File: src/rtl/regfile_hazard_scheduler_pkg.sv
// Shared CPU8 definitions: opcode encodings, instruction field positions,
// in-flight tracking entry and the register-usage decode.
package cpu8_pkg;

    typedef enum logic [2:0] {
        OP_LW   = 3'b000,
        OP_SW   = 3'b001,
        OP_JUMP = 3'b010,
        OP_ADD  = 3'b011,
        OP_ADDI = 3'b100,
        OP_SUB  = 3'b101,
        OP_NOP6 = 3'b110,
        OP_NOP7 = 3'b111
    } opcode_e;

    localparam int unsigned OP_MSB  = 7;
    localparam int unsigned OP_LSB  = 5;
    localparam int unsigned RT_BIT  = 4;
    localparam int unsigned RS_BIT  = 3;
    localparam int unsigned TGT_MSB = 4;

    typedef struct packed {
        logic reads_rt;
        logic reads_rs;
        logic writes;
    } decode_t;

    typedef struct packed {
        logic vld;
        logic wr;
        logic rd;
    } pipe_entry_t;

    function automatic decode_t decode(input logic [7:0] instr);
        decode_t d;
        d = '0;
        case (opcode_e'(instr[OP_MSB:OP_LSB]))
            OP_ADD, OP_SUB: begin
                d.reads_rt = 1'b1;
                d.reads_rs = 1'b1;
                d.writes   = 1'b1;
            end
            OP_ADDI, OP_LW: begin
                d.reads_rs = 1'b1;
                d.writes   = 1'b1;
            end
            OP_SW: begin
                d.reads_rt = 1'b1;
                d.reads_rs = 1'b1;
            end
            default: d = '0;
        endcase
        return d;
    endfunction

endpackage

File: src/rtl/regfile_hazard_scheduler_if.sv
// Issue-side handshake and register-file strobe bundle of the hazard scheduler.
interface regfile_hazard_scheduler_if #(
    parameter int unsigned CNT_W = 8
);
    logic             instr_valid;
    logic [7:0]       instr;
    logic             instr_ready;
    logic             id_strobe;
    logic             id_rt;
    logic             id_rs;
    logic             wb_strobe;
    logic             wb_regwrite;
    logic             wb_rd;
    logic             jump_valid;
    logic [4:0]       jump_target;
    logic [CNT_W-1:0] stall_count;

    modport master (
        output instr_valid, instr,
        input  instr_ready, id_strobe, id_rt, id_rs,
        input  wb_strobe, wb_regwrite, wb_rd,
        input  jump_valid, jump_target, stall_count
    );

    modport slave (
        input  instr_valid, instr,
        output instr_ready, id_strobe, id_rt, id_rs,
        output wb_strobe, wb_regwrite, wb_rd,
        output jump_valid, jump_target, stall_count
    );
endinterface

File: src/rtl/regfile_hazard_scheduler_inflight_pipe.sv
// Shift register of in-flight instructions from ID to WB; reports which
// registers still have a pending writer that a new reader must wait for.
module inflight_pipe #(
    parameter int unsigned WB_LAT = 3,
    parameter bit          BYPASS = 1'b0
) (
    input  logic       clk,
    input  logic       rst_n,
    input  logic       load_vld,
    input  logic       load_wr,
    input  logic       load_rd,
    output logic [1:0] busy,
    output logic       wb_vld,
    output logic       wb_wr,
    output logic       wb_rd
);
    import cpu8_pkg::*;

    // With bypass the WB-stage writer lands before the read, so it is not checked
    localparam int unsigned CHK_DEPTH = BYPASS ? WB_LAT - 1 : WB_LAT;

    pipe_entry_t pipe [WB_LAT];

    always_ff @(posedge clk or negedge rst_n) begin
        if (!rst_n) begin
            for (int unsigned i = 0; i < WB_LAT; i++) begin
                pipe[i] <= '0;
            end
        end else begin
            pipe[0] <= '{vld: load_vld, wr: load_wr, rd: load_rd};
            for (int unsigned i = 1; i < WB_LAT; i++) begin
                pipe[i] <= pipe[i-1];
            end
        end
    end

    always_comb begin
        busy = '0;
        for (int unsigned i = 0; i < CHK_DEPTH; i++) begin
            if (pipe[i].vld && pipe[i].wr) begin
                busy[pipe[i].rd] = 1'b1;
            end
        end
    end

    assign wb_vld = pipe[WB_LAT-1].vld;
    assign wb_wr  = pipe[WB_LAT-1].vld & pipe[WB_LAT-1].wr;
    assign wb_rd  = pipe[WB_LAT-1].rd;

endmodule

File: src/rtl/regfile_hazard_scheduler.sv
// In-order issue controller for the t0/t1 register file: decodes register use,
// stalls on RAW hazards against in-flight writers, and drives ID/WB strobes.
module regfile_hazard_scheduler
    import cpu8_pkg::*;
#(
    parameter int unsigned WB_LAT = 3,
    parameter bit          BYPASS = 1'b0,
    parameter int unsigned CNT_W  = 8
) (
    input  logic                        clk,
    input  logic                        rst_n,
    regfile_hazard_scheduler_if.slave   bus
);

    decode_t          dec;
    logic [1:0]       busy;
    logic             hazard;
    logic             issue;
    logic             is_jump;
    logic             wb_vld;
    logic             wb_wr;
    logic             wb_rd;

    logic             id_strobe_q;
    logic             id_rt_q;
    logic             id_rs_q;
    logic             jump_valid_q;
    logic [4:0]       jump_target_q;
    logic [CNT_W-1:0] stall_cnt_q;

    always_comb begin
        dec     = decode(bus.instr);
        hazard  = (dec.reads_rt & busy[bus.instr[RT_BIT]])
                | (dec.reads_rs & busy[bus.instr[RS_BIT]]);
        issue   = bus.instr_valid & ~hazard;
        is_jump = (opcode_e'(bus.instr[OP_MSB:OP_LSB]) == OP_JUMP);
    end

    inflight_pipe #(
        .WB_LAT (WB_LAT),
        .BYPASS (BYPASS)
    ) u_pipe (
        .clk      (clk),
        .rst_n    (rst_n),
        .load_vld (issue),
        .load_wr  (issue & dec.writes),
        .load_rd  (issue & bus.instr[RT_BIT]),
        .busy     (busy),
        .wb_vld   (wb_vld),
        .wb_wr    (wb_wr),
        .wb_rd    (wb_rd)
    );

    always_ff @(posedge clk or negedge rst_n) begin
        if (!rst_n) begin
            id_strobe_q   <= 1'b0;
            id_rt_q       <= 1'b0;
            id_rs_q       <= 1'b0;
            jump_valid_q  <= 1'b0;
            jump_target_q <= '0;
        end else begin
            id_strobe_q  <= issue;
            jump_valid_q <= issue & is_jump;
            if (issue) begin
                id_rt_q <= bus.instr[RT_BIT];
                id_rs_q <= bus.instr[RS_BIT];
            end
            if (issue && is_jump) begin
                jump_target_q <= bus.instr[TGT_MSB:0];
            end
        end
    end

    always_ff @(posedge clk or negedge rst_n) begin
        if (!rst_n) begin
            stall_cnt_q <= '0;
        end else if (bus.instr_valid && hazard && (stall_cnt_q != '1)) begin
            stall_cnt_q <= stall_cnt_q + 1'b1;
        end
    end

    assign bus.instr_ready = ~hazard;
    assign bus.id_strobe   = id_strobe_q;
    assign bus.id_rt       = id_rt_q;
    assign bus.id_rs       = id_rs_q;
    assign bus.wb_strobe   = wb_vld;
    assign bus.wb_regwrite = wb_wr;
    assign bus.wb_rd       = wb_rd;
    assign bus.jump_valid  = jump_valid_q;
    assign bus.jump_target = jump_target_q;
    assign bus.stall_count = stall_cnt_q;

endmodule

File: src/flat_wrapper.sv
// flat-port wrapper written by rule: the top's interface ports become plain ports
module regfile_hazard_scheduler_flat import cpu8_pkg::*;
#(
    parameter int unsigned WB_LAT = 3,
    parameter bit          BYPASS = 1'b0,
    parameter int unsigned CNT_W  = 8
)
  (clk, rst_n, bus_instr_valid, bus_instr, bus_instr_ready, bus_id_strobe, bus_id_rt, bus_id_rs, bus_wb_strobe, bus_wb_regwrite, bus_wb_rd, bus_jump_valid, bus_jump_target, bus_stall_count);
  regfile_hazard_scheduler_if #(.CNT_W(CNT_W)) bus_i ();
  input  logic clk;
  input  logic rst_n;
  input wire logic [$bits(bus_i.instr_valid)-1:0] bus_instr_valid;
  input wire logic [$bits(bus_i.instr)-1:0] bus_instr;
  output wire logic [$bits(bus_i.instr_ready)-1:0] bus_instr_ready;
  output wire logic [$bits(bus_i.id_strobe)-1:0] bus_id_strobe;
  output wire logic [$bits(bus_i.id_rt)-1:0] bus_id_rt;
  output wire logic [$bits(bus_i.id_rs)-1:0] bus_id_rs;
  output wire logic [$bits(bus_i.wb_strobe)-1:0] bus_wb_strobe;
  output wire logic [$bits(bus_i.wb_regwrite)-1:0] bus_wb_regwrite;
  output wire logic [$bits(bus_i.wb_rd)-1:0] bus_wb_rd;
  output wire logic [$bits(bus_i.jump_valid)-1:0] bus_jump_valid;
  output wire logic [$bits(bus_i.jump_target)-1:0] bus_jump_target;
  output wire logic [$bits(bus_i.stall_count)-1:0] bus_stall_count;
  assign bus_i.instr_valid = bus_instr_valid;
  assign bus_i.instr = bus_instr;
  assign bus_instr_ready = bus_i.instr_ready;
  assign bus_id_strobe = bus_i.id_strobe;
  assign bus_id_rt = bus_i.id_rt;
  assign bus_id_rs = bus_i.id_rs;
  assign bus_wb_strobe = bus_i.wb_strobe;
  assign bus_wb_regwrite = bus_i.wb_regwrite;
  assign bus_wb_rd = bus_i.wb_rd;
  assign bus_jump_valid = bus_i.jump_valid;
  assign bus_jump_target = bus_i.jump_target;
  assign bus_stall_count = bus_i.stall_count;
  regfile_hazard_scheduler #(.WB_LAT(WB_LAT), .BYPASS(BYPASS), .CNT_W(CNT_W)) u_core (.clk(clk), .rst_n(rst_n), .bus(bus_i));
endmodule
File: config.mk
export PLATFORM = sky130hd
export DESIGN_NAME = regfile_hazard_scheduler_flat
export DESIGN_NICKNAME = d
export VERILOG_FILES = /design/src/rtl/regfile_hazard_scheduler_pkg.sv /design/src/rtl/regfile_hazard_scheduler_if.sv /design/src/rtl/regfile_hazard_scheduler_inflight_pipe.sv /design/src/rtl/regfile_hazard_scheduler.sv /design/src/flat_wrapper.sv
export SDC_FILE = /design/constraint.sdc
export NUM_CORES = 1
export LEC_CHECK = 0
export ABC_AREA = 1
export CORE_MARGIN = 10
export CORE_UTILIZATION = 40
export DETAILED_ROUTE_END_ITERATION = 10
export GPL_ROUTABILITY_DRIVEN = 0
export GPL_TIMING_DRIVEN = 0
export PLACE_DENSITY = 0.66
export SYNTH_ARGS = -nofsm -noshare
export SYNTH_HDL_FRONTEND = slang
export SYNTH_HIERARCHICAL = 1
export SYNTH_SLANG_ARGS = --single-unit
File: constraint.sdc
create_clock -name clk -period 3.3 [get_ports clk]
set_input_delay 0.66 -clock clk [delete_from_list [all_inputs] [get_ports clk]]
set_output_delay 0.66 -clock clk [all_outputs]
set_load 0.1 [all_outputs]
==> flow_summary.yaml <==
yosys:
  ys_ff_latch: 26
  postSynthCellCount: 168
  yosys.area.top_type_share: 0.470
  synth_area_mm2: 0.00138
  yosys_warnings: 6
  post-synth-top-area-cell: "dfrtp_1"
  ys_types: 22
  synth_most_common_cell: "nand2_1"
  synth_edf_count: 0
  synthArstFlopShare: 1.00
  yosysSeqAreaShare: 0.470
  synth_nets: 180
  synth_area_leaders: "dfrtp_1 47%, nand2_1 17%, nand4_1 5.9%"
  ys.flop_type: "dfrtp_1"
  synth_common_cells: "62 x nand2_1, 26 x dfrtp_1, 17 x inv_1"
  post_synth.cell_area_avg_um2: 8.24
pwr:
  ir_drop_mv: 0.607
  power_mw: 1.20
  powerDensity_mw_per_mm2: 668
  leakagePower_nw: 0.866
critical_path:
  r2r_start: "u_core/u_pipe/pipe[3]$_DFF_PN0_"
  arrival_ns: 2.56
  ff2ff_path_depth: 10
  crit_buf_inv: 2
  reg2reg_slack_ns: 1.81
  cp_slowest_cell: "dlygate4sd2_1"
  cp_top_family: "buffers and inverters"
  critPathLaunchType: "input port"
  cp_max_fo: 7
  critical_path_required_ns: 2.64
  reg2reg_to: "u_core/bus.stall_count[2]$_DFFE_PN0P_"
  path_common_cell: "nand2_2"
  crit_type: "in2out"
  end_kind: "output port"
  path_cells: "clkdlybuf4s50_1 > nand2_2 > nand2_2 > nor2_1 > nor2_4 > dlygate4sd2_1"
  slowest_delay_ns: 0.88
die:
  die_w_um: 78.8
  core_mm2: 0.00334
  die_y_um: 78.8
  rows: 21
  dieArea_mm2: 0.00621
  initial_core_util: 0.415
  boundaryPins: 32
global_routing:
  grt_max_degree: 27
  grt_pass1_vias: 1256
  grt.total_usage: 0.109
  antenna_found_initial: 0
  overflow: 0
  grt_pass1_wl_mm: 5.69
run:
  cap_violations: 0
min_path:
  hold_path_end: "u_core/u_pipe/wb_vld$_DFF_PN0_"
  hp-start: "u_core/u_pipe/pipe[5]$_DFF_PN0_"
  min_path_type: "reg2reg"
  hold_path_depth: 0
sta:
  rsz0062_at_grt: "no"
  slew-limit-headroom: 0.242
  finClkSkew_ns: 0.00670
  worstMarginPinSlew_ns: 1.13
  finalCritPeriodShare: 0.974
  finalWorstPathRequiredPeriod_ns: 3.22
  drv_slew: 0
  finalSetupTns_ns: 0
  finalSetupViolCount: 0
  hold_viol_final: 0
  fmax_ghz: 0.311
clock_tree:
  post_cts_resized: 1
  cts_tree: "done"
  h-tree-depth: 1
  post_cts_buffers: 0
  clock_sinks: 26
  cts_hold_buf: 0
  cts_buffer_depth: 2
  cts.reportedPaths.clkPinSlew_ns: 0.13
  clockRootBuffer: "clkbuf_4"
  cts_buffers: 3
  insertion_delay_ns: 0.31
cells_and_area:
  antenna_cells: 0
  fin_nets: 215
  area_growth_pct: 29.6
  fillers: 327
  drive_above_1_share: 0.129
  final_util: 0.537
route:
  vias: 1191
  dr.pass1.iters: 4
  ant_nets: 0
  drc_errors: 0
  routed_wl_mm: 3.21
  drt_iter0_drc: 66
  wl_per_cell_um: 12.9
  post_drt_via_cell_ratio: 4.80
place:
  hpwl_mm: 2.50
  portBuffers: 30
run_status:
  status: "completed"
==> worst max path at each step <==
stage	from	to	cells past startpoint
2_1_floorplan	u_core/u_pipe/wb_rd$_DFF_PN0_	bus_instr_ready	8
3_3_place_gp	bus_instr[7]	bus_instr_ready	6
3_5_place_dp	bus_instr[7]	bus_instr_ready	6
4_1_cts	bus_instr[7]	bus_instr_ready	6
5_1_grt	bus_instr[7]	bus_instr_ready	6
6_report	bus_instr[7]	bus_instr_ready	6
==> power breakdown <==
part,leakage (nW),switching [mW],internal [mW],total [mW]
Sequential,0.336,0.0508,0.366,0.417
Combinational,0.502,0.441,0.128,0.569
Clock,0.0279,0.0890,0.123,0.212
Total,0.866,0.581,0.616,1.20
==> layout by cell type, fill, tap and decap left out, types with 2 or more instances in the layout <==
cell             netlist  routed
nand2_1               62      62
clkdlybuf4s50_1        0      29
dfrtp_1               26      26
inv_1                 17      17
nand4_1               13      13
nand3_1               12      12
nor2_1                 9       9
nand2_2                4       4
inv_2                  4       4
clkbuf_4               0       3
nor2_2                 3       3
o21ai_0                3       3
nor2_4                 2       2
nand2_4                2       2
nand3_4                2       2
==> cells by family after synthesis <==
group	Yosys count	synth area share
AOI/OAI and AO/OA	5	0.0208
and+or+nand+nor	112	0.429
DFF	26	0.470
xor gates and xnor gates	1	0.00633
buffers and inverters	23	0.0651
adders and majority gates	1	0.00904
==> flip-flops by register name, summed over array words and instances (netlist names) <==
signal and flops:
u_core/bus.jump_valid 1, u_core/bus.jump_target 5, u_core/bus.id_strobe 1, u_core/u_pipe/pipe 7
u_core/bus.stall_count 8, u_core/bus.id_rt 1, u_core/u_pipe/wb_vld 1, u_core/u_pipe/wb_rd 1
u_core/bus.id_rs 1
==> area by class of cell <==
cell class / instances / area (um^2) / share of cell area
Sequential cell: 26 / 651 / 0.363
Clock inverter: 1 / 30.0 / 0.0167
Timing Repair Buffer: 30 / 299 / 0.167
Multi-Input combinational cell: 119 / 643 / 0.359
Inverter: 21 / 78.8 / 0.0440
Buffer: 2 / 11.3 / 0.00628
Clock buffer: 3 / 22.5 / 0.0126
Tap cell: 46 / 57.6 / 0.0321
==> metal layers <==
layer	vias to the layer above	routed length, um	track usage
met3	4	226	0.0394
met2	27	1600	0.194
met4	0	27	0.0269
met1	561	1350	0.121
met5	-	0	0
li1	599	-	-
==> through the flow <==
step / setup WS [ns] / area [um^2] / cells / hold WS, ns
after global routing: 0.00240 / 1790 / 248 / 0.432
after global placement: -0.176 / 1740 / 244 / 0.378
after CTS: 0.0640 / 1790 / 248 / 0.415
after detailed placement: -0.212 / 1740 / 244 / 0.384
final: 0.0848 / 1790 / 248 / 0.414
after floorplan: 0.659 / 1380 / 168 / 0.364
Power figures use the tool's default switching activity.
